===== src/rtl/jtframe_dwnld_buf.sv =====
// ioctl byte-stream to SDRAM programming-port bridge with a small write FIFO.
// Optional JTFRAME_DWNLD_BANK_EN: ioctl_addr[24:23] selects prog_bank; otherwise bank is 0.
module jtframe_dwnld_buf #(
  parameter int unsigned AW          = 2,
  parameter int unsigned POST_CYCLES = 16
) (
  input  logic        clk,
  input  logic        rst_n,
  input  logic        downloading,
  input  logic [24:0] ioctl_addr,
  input  logic [7:0]  ioctl_data,
  input  logic        ioctl_wr,
  output logic [21:0] prog_addr,
  output logic [7:0]  prog_data,
  output logic [1:0]  prog_mask,
  output logic [1:0]  prog_bank,
  output logic        prog_we,
  input  logic        prog_rdy,
  output logic        dwnld_busy,
  output logic        ovf
);

  localparam int unsigned DEPTH = 1 << AW;
  localparam int unsigned PW    = AW + 1;
`ifdef JTFRAME_DWNLD_BANK_EN
  localparam int unsigned AB    = 25;
`else
  localparam int unsigned AB    = 23;
`endif
  localparam int unsigned EW    = AB + 8;
  localparam logic [7:0]  POST_LD = 8'(POST_CYCLES);

  localparam logic [0:0] ST_IDLE = 1'b0;
  localparam logic [0:0] ST_WAIT = 1'b1;

  logic [EW-1:0] mem [DEPTH];
  logic [PW-1:0] wr_ptr, rd_ptr, wr_nx, rd_nx;
  logic [0:0]    state, state_nx;
  logic [7:0]    post_cnt, post_nx;
  logic          empty, full, push, drop, pop, active;
  logic          we_nx, busy_nx, dl_l;
  logic [EW-1:0] head;
  logic [AB-1:0] head_addr;

  assign empty     = (wr_ptr == rd_ptr);
  assign full      = (wr_ptr[AW] != rd_ptr[AW]) && (wr_ptr[AW-1:0] == rd_ptr[AW-1:0]);
  assign push      = ioctl_wr & downloading & ~full;
  assign drop      = ioctl_wr & downloading & full;
  assign head      = mem[rd_ptr[AW-1:0]];
  assign head_addr = head[EW-1:8];

  // Entry storage; contents need no reset since pointers define validity
  always_ff @(posedge clk) begin
    if (push) mem[wr_ptr[AW-1:0]] <= {ioctl_addr[AB-1:0], ioctl_data};
  end

  // Next-state, pointer and busy-extension logic
  always_comb begin
    state_nx = state;
    we_nx    = prog_we;
    pop      = 1'b0;
    case (state)
      ST_IDLE: begin
        if (!empty) begin
          pop      = 1'b1;
          we_nx    = 1'b1;
          state_nx = ST_WAIT;
        end
      end
      ST_WAIT: begin
        if (prog_rdy) begin
          we_nx    = 1'b0;
          state_nx = ST_IDLE;
        end
      end
      default: begin
        we_nx    = 1'b0;
        state_nx = ST_IDLE;
      end
    endcase

    wr_nx   = push ? wr_ptr + PW'(1) : wr_ptr;
    rd_nx   = pop  ? rd_ptr + PW'(1) : rd_ptr;
    active  = downloading | ~empty | (state == ST_WAIT);
    post_nx = active ? POST_LD : ((post_cnt != 8'd0) ? post_cnt - 8'd1 : 8'd0);
    // Busy is registered, so it is computed from the values the state takes next
    busy_nx = downloading | (wr_nx != rd_nx) | (state_nx == ST_WAIT) | (post_nx != 8'd0);
  end

  always_ff @(posedge clk or negedge rst_n) begin
    if (!rst_n) begin
      state      <= ST_IDLE;
      wr_ptr     <= '0;
      rd_ptr     <= '0;
      post_cnt   <= 8'd0;
      prog_we    <= 1'b0;
      prog_addr  <= 22'd0;
      prog_data  <= 8'd0;
      prog_mask  <= 2'b11;
      dwnld_busy <= 1'b0;
      ovf        <= 1'b0;
      dl_l       <= 1'b0;
    end else begin
      state      <= state_nx;
      wr_ptr     <= wr_nx;
      rd_ptr     <= rd_nx;
      post_cnt   <= post_nx;
      prog_we    <= we_nx;
      dwnld_busy <= busy_nx;
      dl_l       <= downloading;
      if (drop) ovf <= 1'b1;
      else if (downloading & ~dl_l) ovf <= 1'b0;
      if (pop) begin
        prog_addr <= head_addr[22:1];
        prog_data <= head[7:0];
        prog_mask <= head_addr[0] ? 2'b01 : 2'b10;
      end
    end
  end

`ifdef JTFRAME_DWNLD_BANK_EN
  always_ff @(posedge clk or negedge rst_n) begin
    if (!rst_n) prog_bank <= 2'b00;
    else if (pop) prog_bank <= head_addr[24:23];
  end
`else
  logic unused_bank_bits;
  assign unused_bank_bits = ^ioctl_addr[24:23];
  assign prog_bank = 2'b00;
`endif

endmodule


===== config.mk =====
export PLATFORM = sky130hd
export DESIGN_NAME = jtframe_dwnld_buf
export DESIGN_NICKNAME = d
export VERILOG_FILES = /design/src/rtl/jtframe_dwnld_buf.sv
export SDC_FILE = /design/constraint.sdc
export NUM_CORES = 1
export LEC_CHECK = 0
export BUFFER_PORTS_ARGS = -buffer_cell sky130_fd_sc_hd__buf_2
export CORE_ASPECT_RATIO = 0.8
export CORE_MARGIN = 8
export CORE_UTILIZATION = 40
export CTS_CLUSTER_SIZE = 16
export DETAILED_ROUTE_END_ITERATION = 10
export SYNTH_ARGS = -nofsm -noshare
export SYNTH_HDL_FRONTEND = slang
export SYNTH_SLANG_ARGS = --single-unit

===== constraint.sdc =====
create_clock -name clk -period 4 [get_ports clk]
set_clock_uncertainty 0.2 [all_clocks]
set_input_delay 1 -clock clk [delete_from_list [all_inputs] [get_ports clk]]
set_output_delay 1 -clock clk [all_outputs]
set_load 0.005 [all_outputs]

==> impl_metrics.tcl, run 1 <==
set metrics [dict create \
    core_area_um2 16600 \
    num-fill-cells 1419 \
    multi_input_area_um2 1640 \
    slew_violations 0 \
    finalPower_mw 5.87 \
    final_nets 458 \
    clock.fmax_mhz 367 \
    crit_family "flip-flops" \
    power.density_nw_per_um2 740 \
    crit_chain "xnor2_4, a31oi_2, and2_2, buf_4" \
    hold_slack_ns 0.286 \
    path_clk_slew_ns 0.06 \
    slowest_stage "dfrtp_2" \
    hold_end "prog_addr[19]$_DFFE_PN0P_" \
    worst-r2r-cell-count 4 \
    synth.cells.most_frequent "124 x edfxtp_1, 49 x dfrtp_1, 31 x mux4_2" \
    ios 75 \
    setup_slack_ns 1.28 \
    min_period_ns 2.72 \
    grt_pass1_vias 3491 \
    rows 42 \
    yosysSeqAreaShare_pct 74.0 \
    die_area_um2 21300 \
    place_area_um2 7350 \
    min-delay-start "prog_addr[19]$_DFFE_PN0P_" \
    vias 3213 \
    end_kind "flip-flop" \
    synth_area_leaders "edfxtp_1 55%, dfrtp_1 18%, mux4_2 10%" \
    area_growth_pct 17.4 \
    register_area_um2 5000 \
    syn_area_um2 6760 \
    h-tree-depth 4 \
    drt-vias-per-instance 4.97 \
    synth_top_area_share_pct 55.1 \
    drc 0 \
    yosysWarnings 0 \
    critical_path_peak_fanout 25 \
    final_util_pct 47.9 \
    slew_headroom_pct 51.3 \
    required_ns 3.87 \
    syn-mean-instance-area_um2 20.6 \
    worst_setup_path_start_kind "flip-flop" \
    p_leak_nw 2.89 \
    cp_slowest_stage_delay_ns 0.81 \
    antenna_cells 0 \
    crit_arrival_ns 2.60 \
    ys.flop_type "edfxtp_1" \
    setup_violations 0 \
    ir_worst_vdd_mv 0.479 \
    wl_um 12000 \
    yosysMostFrequentCell "edfxtp_1" \
    worstHoldPathType "flip-flop to flip-flop" \
    antenna_left 0 \
    overflow 0 \
    post_cts_resized 0 \
    r2r-start "rd_ptr[0]$_DFF_PN0_" \
    r2r_end "mem[3][13]$_DFFE_PP_" \
    clock_path_buffers 2 \
    drive_gt1_share_pct 43.4 \
    hold_buffers 0 \
    worstMarginPinSlew_ns 0.730 \
    cts_tree "built" \
    port_buffers 70 \
    grt_first_pass_wirelength_um 19100 \
    cp.depth 4 \
    hold_depth 1 \
    root_buffer "clkbuf_16" \
    grt_max_degree 34 \
    async_reset_ff_share_pct 29.1 \
    clk_latency_ns 0.42 \
    die_h_um 132 \
    finalInstanceArea_um2 7940 \
    start_util_pct 40.8 \
    drtIter0Drc 101 \
    ys_ff_latch 175 \
    ys_types 38 \
    pre_cts_ws_ns 1.08 \
    fin_cells 646 \
    numCtsBuffers 17 \
    place_hpwl_um 7610 \
    min_period_over_period_pct 68.1 \
    place.gp.congestion 0.727 \
    rsz0062_at_grt "no" \
    wire_per_inst_um 18.6 \
    post_cts_buffers 0 \
    die_w_um 161 \
    synth-edff-count 124 \
    cts_sinks 175 \
    grt.total_usage_pct 11.8 \
    firstDrtPassIters 5 \
    rrSetupSlack_ns 1.28 \
    status "finished clean" \
    fin_tns_setup_ns 0 \
    syn_inst 329 \
    hold_viol 0 \
    setup.worst_path.class "flip-flop to flip-flop" \
    synth_area_leader_cell "edfxtp_1" \
    antenna_found_initial 3 \
    post-place-cells 614 \
    cap_violations 0 \
    cp_num_buf_inv 1 \
]
layout make-up:
cell class / instances / area share (%)
well taps: 220 / 3.47
inverters: 6 / 0.284
flip-flops and latches: 175 / 63.1
clock inverters: 14 / 1.96
repair buffers: 78 / 5.17
multi-input cells: 135 / 20.6
clock buffers: 18 / 5.41
registers in the layout, summed over array words and instances (netlist names):
name / count
prog_we: 1
prog_addr: 22
post_cnt: 8
wr_ptr: 3
dwnld_busy: 1
prog_mask: 2
state: 1
mem: 124
prog_data: 8
ovf: 1
rd_ptr: 3
dl_l: 1
worst max-delay path by stage:
| stage | from | endpoint | slack (ns) |
|---|---|---|---|
| 6_report | rd_ptr[0]$_DFF_PN0_ | mem[3][13]$_DFFE_PP_ | 1.28 |
| 5_1_grt | rd_ptr[0]$_DFF_PN0_ | mem[3][23]$_DFFE_PP_ | 1.05 |
| 4_1_cts | rd_ptr[0]$_DFF_PN0_ | mem[1][25]$_DFFE_PP_ | 1.18 |
| 3_5_place_dp | downloading | mem[1][12]$_DFFE_PP_ | 1.08 |
| 3_3_place_gp | downloading | mem[3][12]$_DFFE_PP_ | 1.09 |
| 2_1_floorplan | ioctl_wr | mem[3][0]$_DFFE_PP_ | 1.24 |
cell families (layout without fill, tap and decap cells):
family | after synthesis | after routing | share of synthesized area, %
simple gates | 34 | 34 | 2.96
mux | 63 | 63 | 15.7
xor+xnor | 15 | 15 | 2.61
compound gates | 14 | 14 | 1.52
buf+inv | 20 | 116 | 1.92
fa+ha+maj | 7 | 7 | 1.30
other cells | 1 | 2 | 0.0555
flops | 175 | 175 | 74.0
metal layers:
layer	up-vias	GRT usage (%)	part of all wire (%)
met3	20	4.84	7.2
met1	1654	14.7	45
met2	86	18.3	46
li1	1447	-	-
met5	-	0	0.27
met4	6	4.16	1.2
worst reg2reg max path, cell delays in order (launching register included):
cell and delay [ns]:
dfrtp_2 0.81, xnor2_4 0.20, a31oi_2 0.38, and2_2 0.35, buf_4 0.43
cell usage in the layout, fill, tap and decap left out, types with 4 or more instances in the layout:
cell / count
edfxtp_1: 124
dfrtp_1: 47
xnor2_1: 7
ha_1: 7
o21ai_0: 5
inv_6: 5
nor2_2: 7
mux2_2: 24
xor2_1: 5
mux4_2: 31
buf_4: 8
nand2_1: 5
mux2_1: 8
and2_2: 4
clkbuf_16: 17
inv_1: 6
nor2_1: 6
buf_2: 70
a21oi_1: 4
power breakdown:
part           internal [mW]  switching, mW
clock network          0.932          0.699
registers               2.35          0.243
logic                  0.887          0.765
No activity file was read; power rests on OpenSTA's default activity.
==> run 2: changes to the inputs <==
clock period = 2.3 ns   (was 4 ns; I/O delays follow)
==> run 2 against run 1 <==
Effect of this change: flip-flop and latch count stayed put; total power rose by 77%; non-clock buffer count grew 8; critical path depth rose by 2; largest cell class unchanged; highest routed layer unchanged.
==> impl_metrics.tcl, run 2 (synthesis gave the netlist of run 1 again) <==
set metrics [dict create \
    place.gp.congestion 0.700 \
    firstDrtPassIters 4 \
    drt-vias-per-instance 4.92 \
    antenna_left 0 \
    rows 42 \
    min_period_ns 2.02 \
    hold_slack_ns 0.134 \
    drc 0 \
    cap_violations 0 \
    cts_tree "built" \
    hold_viol 0 \
    crit_arrival_ns 2.13 \
    root_buffer "clkbuf_16" \
    rsz0062_at_grt "no" \
    ios 75 \
    path_clk_slew_ns 0.06 \
    start_util_pct 40.8 \
    setup.worst_path.class "flip-flop to flip-flop" \
    place_area_um2 7530 \
    wl_um 12500 \
    status "finished clean" \
    numCtsBuffers 17 \
    die_w_um 161 \
    antenna_cells 0 \
    die_h_um 132 \
    worstMarginPinSlew_ns 0.513 \
    pre_cts_ws_ns 0.125 \
    power.density_nw_per_um2 1280 \
    worstHoldPathType "input port to flip-flop" \
    layout_commonest_cell "edfxtp_1" \
    grt_max_degree 52 \
    finalInstanceArea_um2 8120 \
    fin_tns_setup_ns 0 \
    overflow 0 \
    fin_cells 654 \
    p_leak_nw 2.96 \
    clk_latency_ns 0.42 \
    vias 3217 \
    slew_violations 0 \
    worst_setup_path_start_kind "flip-flop" \
    place_hpwl_um 7510 \
    wire_per_inst_um 19.1 \
    met3_usage_pct 4.37 \
    core_area_um2 16600 \
    setup_slack_ns 0.276 \
    critical_path_peak_fanout 7 \
    port_buffers 70 \
    ir_worst_vdd_mv 0.724 \
    post_cts_buffers 0 \
    gr-max-usage-layer "met2" \
    grt_pass1_vias 3612 \
    post-place-cells 621 \
    clock.fmax_mhz 494 \
    slew_headroom_pct 65.8 \
    clock_path_buffers 2 \
    drive_gt1_share_pct 44.0 \
    end_kind "flip-flop" \
    final_nets 466 \
    antenna_found_initial 1 \
    gr-usage-met1_pct 15.9 \
    die_area_um2 21300 \
    h-tree-depth 4 \
    drtIter0Drc 147 \
    rrSetupSlack_ns 0.28 \
    grt.total_usage_pct 12.6 \
    largest_register_ffs 124 \
    area_growth_pct 20.1 \
    required_ns 2.41 \
    num-fill-cells 1384 \
    mostFrequentLayoutCells "124 x edfxtp_1, 70 x buf_2, 47 x dfrtp_1, 31 x mux4_2, 24 x mux2_2" \
    setup_violations 0 \
    min_period_over_period_pct 88.0 \
    grt_first_pass_wirelength_um 20100 \
    cts_sinks 175 \
    met2_usage_pct 19.2 \
]
[run 2: worst max-delay path: stages, from the launching register on]
cell and delay (ns):
dfrtp_1 0.43, inv_1 0.10, ha_1 0.13, or4b_1 0.48, nor4_2 0.24, or4_4 0.27, nor2_2 0.05
[run 2: path summary, 6_finish.rpt]
check / from / to / cells after the start
min in group asynchronous: rst_n / prog_data[3]$_DFFE_PN0P_ / 3
setup / recovery: post_cnt[0]$_DFF_PN0_ / post_cnt[7]$_DFF_PN0_ / 6
hold / removal: prog_rdy / state$_DFF_PN0_ / 2
setup reg to reg: post_cnt[0]$_DFF_PN0_ / post_cnt[7]$_DFF_PN0_ / 6
hold reg to reg: prog_addr[18]$_DFFE_PN0P_ / prog_addr[18]$_DFFE_PN0P_ / 1
max in group asynchronous: rst_n / prog_mask[0]$_DFFE_PN1P_ / 3
[run 2: through the flow]
stage	util (%)	total power, mW
floorplan	-	6.68
global placement	45.5	7.66
detailed placement	45.5	7.73
CTS	49.0	10.6
global route	49.1	11.0
finish	49.1	10.4
[run 2: where the power goes]
group	internal [mW]	leakage, nW	total (mW)	switching, mW
Sequential	4.09	1.73	4.45	0.364
Clock	1.70	0.275	2.84	1.14
Combinational	1.69	0.955	3.13	1.44
[run 2: cell type report]
class | count | area (µm²) | area share, %
flip-flops and latches | 175 | 5000 | 61.6
inverters | 6 | 22.5 | 0.277
well taps | 220 | 275 | 3.39
multi-input cells | 135 | 1640 | 20.2
clock inverters | 12 | 144 | 1.77
clock buffers | 20 | 437 | 5.38
repair buffers | 86 | 598 | 7.36
[run 2: timing repair]
action | 4_1_cts | 5_1_grt
endpoints found under the setup margin | 0 | 7
hold buffers | 1 | 0
gates resized for setup | 0 | 1
hold endpoints to repair | 49 | 0
[run 2: routing by layer]
metal	routed length, µm	up-vias	share of wire [%]
li1	-	1463	-
met1	5580	1666	45
met2	6000	73	48
met3	763	13	6.1
met4	153	2	1.2
met5	12	-	0.096
==> run 3: changes to the inputs <==
CORE_UTILIZATION = 62   (was 40)
CTS_CLUSTER_SIZE = 24   (was 16)
PLACE_DENSITY = 0.84   (was unset)
clock period = 2.5 ns   (was 2.3 ns; I/O delays follow)
==> run 3 against run 2 <==
Effect of this change: fmax down 9.9%; cell area is 2.0% lower; sequential share of layout area increased by 1.2 points; critical endpoint is now post_cnt[2]$_DFF_PN0_.
==> impl_metrics.tcl, run 3 (synthesis gave the netlist of run 1 again) <==
set metrics [dict create \
    grt_pass1_vias 3678 \
    crit_arrival_ns 2.34 \
    grt_first_pass_wirelength_um 19800 \
    cts_sinks 175 \
    worstMarginPinSlew_ns 0.500 \
    h-tree-depth 4 \
    core_area_um2 10800 \
    rsz0062_at_grt "no" \
    die_area_um2 14500 \
    p_leak_nw 2.95 \
    wl_met2_um 6200 \
    wire_per_inst_um 21.3 \
    power.density_nw_per_um2 1200 \
    overflow 0 \
    start_util_pct 62.8 \
    pre_cts_ws_ns 0.209 \
    m1WireLength_um 4910 \
    clk_latency_ns 0.42 \
    slew_headroom_pct 66.6 \
    antenna_found_initial 1 \
    largest_register_ffs 124 \
    path_clk_slew_ns 0.06 \
    drc 0 \
    worst_setup_path_start_kind "flip-flop" \
    cts_tree "built" \
    final_nets 466 \
    numCtsBuffers 17 \
    worstHoldPathType "input port to flip-flop" \
    layout_commonest_cell "edfxtp_1" \
    drtIter0Drc 221 \
    area_growth_pct 17.8 \
    slowest_stage "or4b_1" \
    grt.total_usage_pct 18.4 \
    hold_viol 0 \
    multi_input_area_um2 1640 \
    required_ns 2.59 \
    fin_tns_setup_ns 0 \
    min_period_ns 2.25 \
    antenna_left 0 \
    slew_violations 0 \
    wl_um 12300 \
    cap_violations 0 \
    num-fill-cells 626 \
    root_buffer "clkbuf_16" \
    crit_chain "inv_1, ha_1, or4b_1, nor4_2, or4_1, nor2_2" \
    setup.worst_path.class "flip-flop to flip-flop" \
    mostFrequentLayoutCells "124 x edfxtp_1, 70 x buf_2, 47 x dfrtp_1, 31 x mux4_2, 24 x mux2_2" \
    r2r-start "post_cnt[0]$_DFF_PN0_" \
    register_area_um2 5000 \
    met3_length_um 980 \
    r2r_end "post_cnt[2]$_DFF_PN0_" \
    place.gp.congestion 0.699 \
    die_w_um 133 \
    clock_path_buffers 2 \
    worst-r2r-cell-count 6 \
    clock.fmax_mhz 445 \
    critical_path_peak_fanout 7 \
    place_hpwl_um 7680 \
    post_cts_buffers 0 \
    status "finished clean" \
    crit_end "post_cnt[2]$_DFF_PN0_" \
    port_buffers 70 \
    min_period_over_period_pct 89.8 \
    highest_layer "met5" \
    drive_gt1_share_pct 44.1 \
    ir_worst_vdd_mv 0.897 \
    firstDrtPassIters 4 \
    ios 75 \
    setup_violations 0 \
    grt_max_degree 37 \
    end_kind "flip-flop" \
    die_h_um 109 \
    drt-vias-per-instance 5.68 \
    rows 34 \
    vias 3284 \
    setup_slack_ns 0.254 \
    rrSetupSlack_ns 0.25 \
    critPathLaunch "post_cnt[0]$_DFF_PN0_" \
    cp_slowest_stage_delay_ns 0.48 \
]
[run 3: cell count changes in the layout (fill, tap and decap cells not counted)]
cell        change
buf_12          -5
buf_4           +5
clkbuf_1        -1
clkinv_1        -1
clkinv_2        +1
clkinv_4        +1
clkinvlp_4      -1
diode_2         +1
or4_1           +1
or4_4           -1
[run 3: layout make-up]
cell class                      count  area share (%)
Sequential cell                   175            62.9
Clock buffer                       19            5.44
Tap cell                          144            2.26
Multi-Input combinational cell    135            20.6
Timing Repair Buffer               86            6.73
Antenna cell                        1          0.0314
Inverter                            6           0.283
Clock inverter                     12            1.84
[run 3: critical path: cells and delay by family, from the launching register on]
family	cells	cell delay, ns
adders and majority gates	1	0.14
DFF	1	0.43
and+or+nand+nor	4	1.24
buffers and inverters	1	0.10
[run 3: stage by stage]
stage | hold WS, ns | util [%] | cells | instance area, µm² | power, mW
6_report | 0.186 | 74.0 | 578 | 7960 | 9.55
5_1_grt | 0.171 | 74.0 | 577 | 7960 | 10.0
4_1_cts | 0.166 | 74.0 | 577 | 7960 | 9.68
3_5_place_dp | 0.272 | 68.5 | 545 | 7370 | 7.07
3_3_place_gp | 0.262 | 68.5 | 545 | 7370 | 6.91
2_1_floorplan | 0.129 | - | 330 | 6770 | 6.15
[run 3: worst min path at each step]
stage                                    startpoint                   endpoint  slack, ns  depth (start not counted)
final                                   downloading             dl_l$_DFF_PN0_       0.19                          1
after CTS                               downloading             dl_l$_DFF_PN0_       0.17                          1
after global routing                    downloading             dl_l$_DFF_PN0_       0.17                          1
after floorplan                               rst_n             dl_l$_DFF_PN0_       0.13                          0
after detailed placement   prog_data[7]$_DFFE_PN0P_   prog_data[7]$_DFFE_PN0P_       0.27                          1
after global placement    prog_addr[16]$_DFFE_PN0P_  prog_addr[16]$_DFFE_PN0P_       0.26                          1
[run 3: power by group]
group	internal, mW	switching, mW	total, mW
logic	1.52	1.34	2.86
registers	3.76	0.356	4.12
clock network	1.56	1.02	2.57
[run 3: timing repair]
item / CTS / global route
endpoints found under the hold margin: 13 / 0
hold buffers: 1 / 0
resized for setup: 0 / 0
[run 3: per-layer routing]
| metal | track usage (%) | vias to the layer above |
|---|---|---|
| li1 | - | 1463 |
| met1 | 21.4 | 1697 |
| met2 | 31.1 | 107 |
| met3 | 6.48 | 15 |
| met4 | 7.68 | 2 |
| met5 | 0 | - |
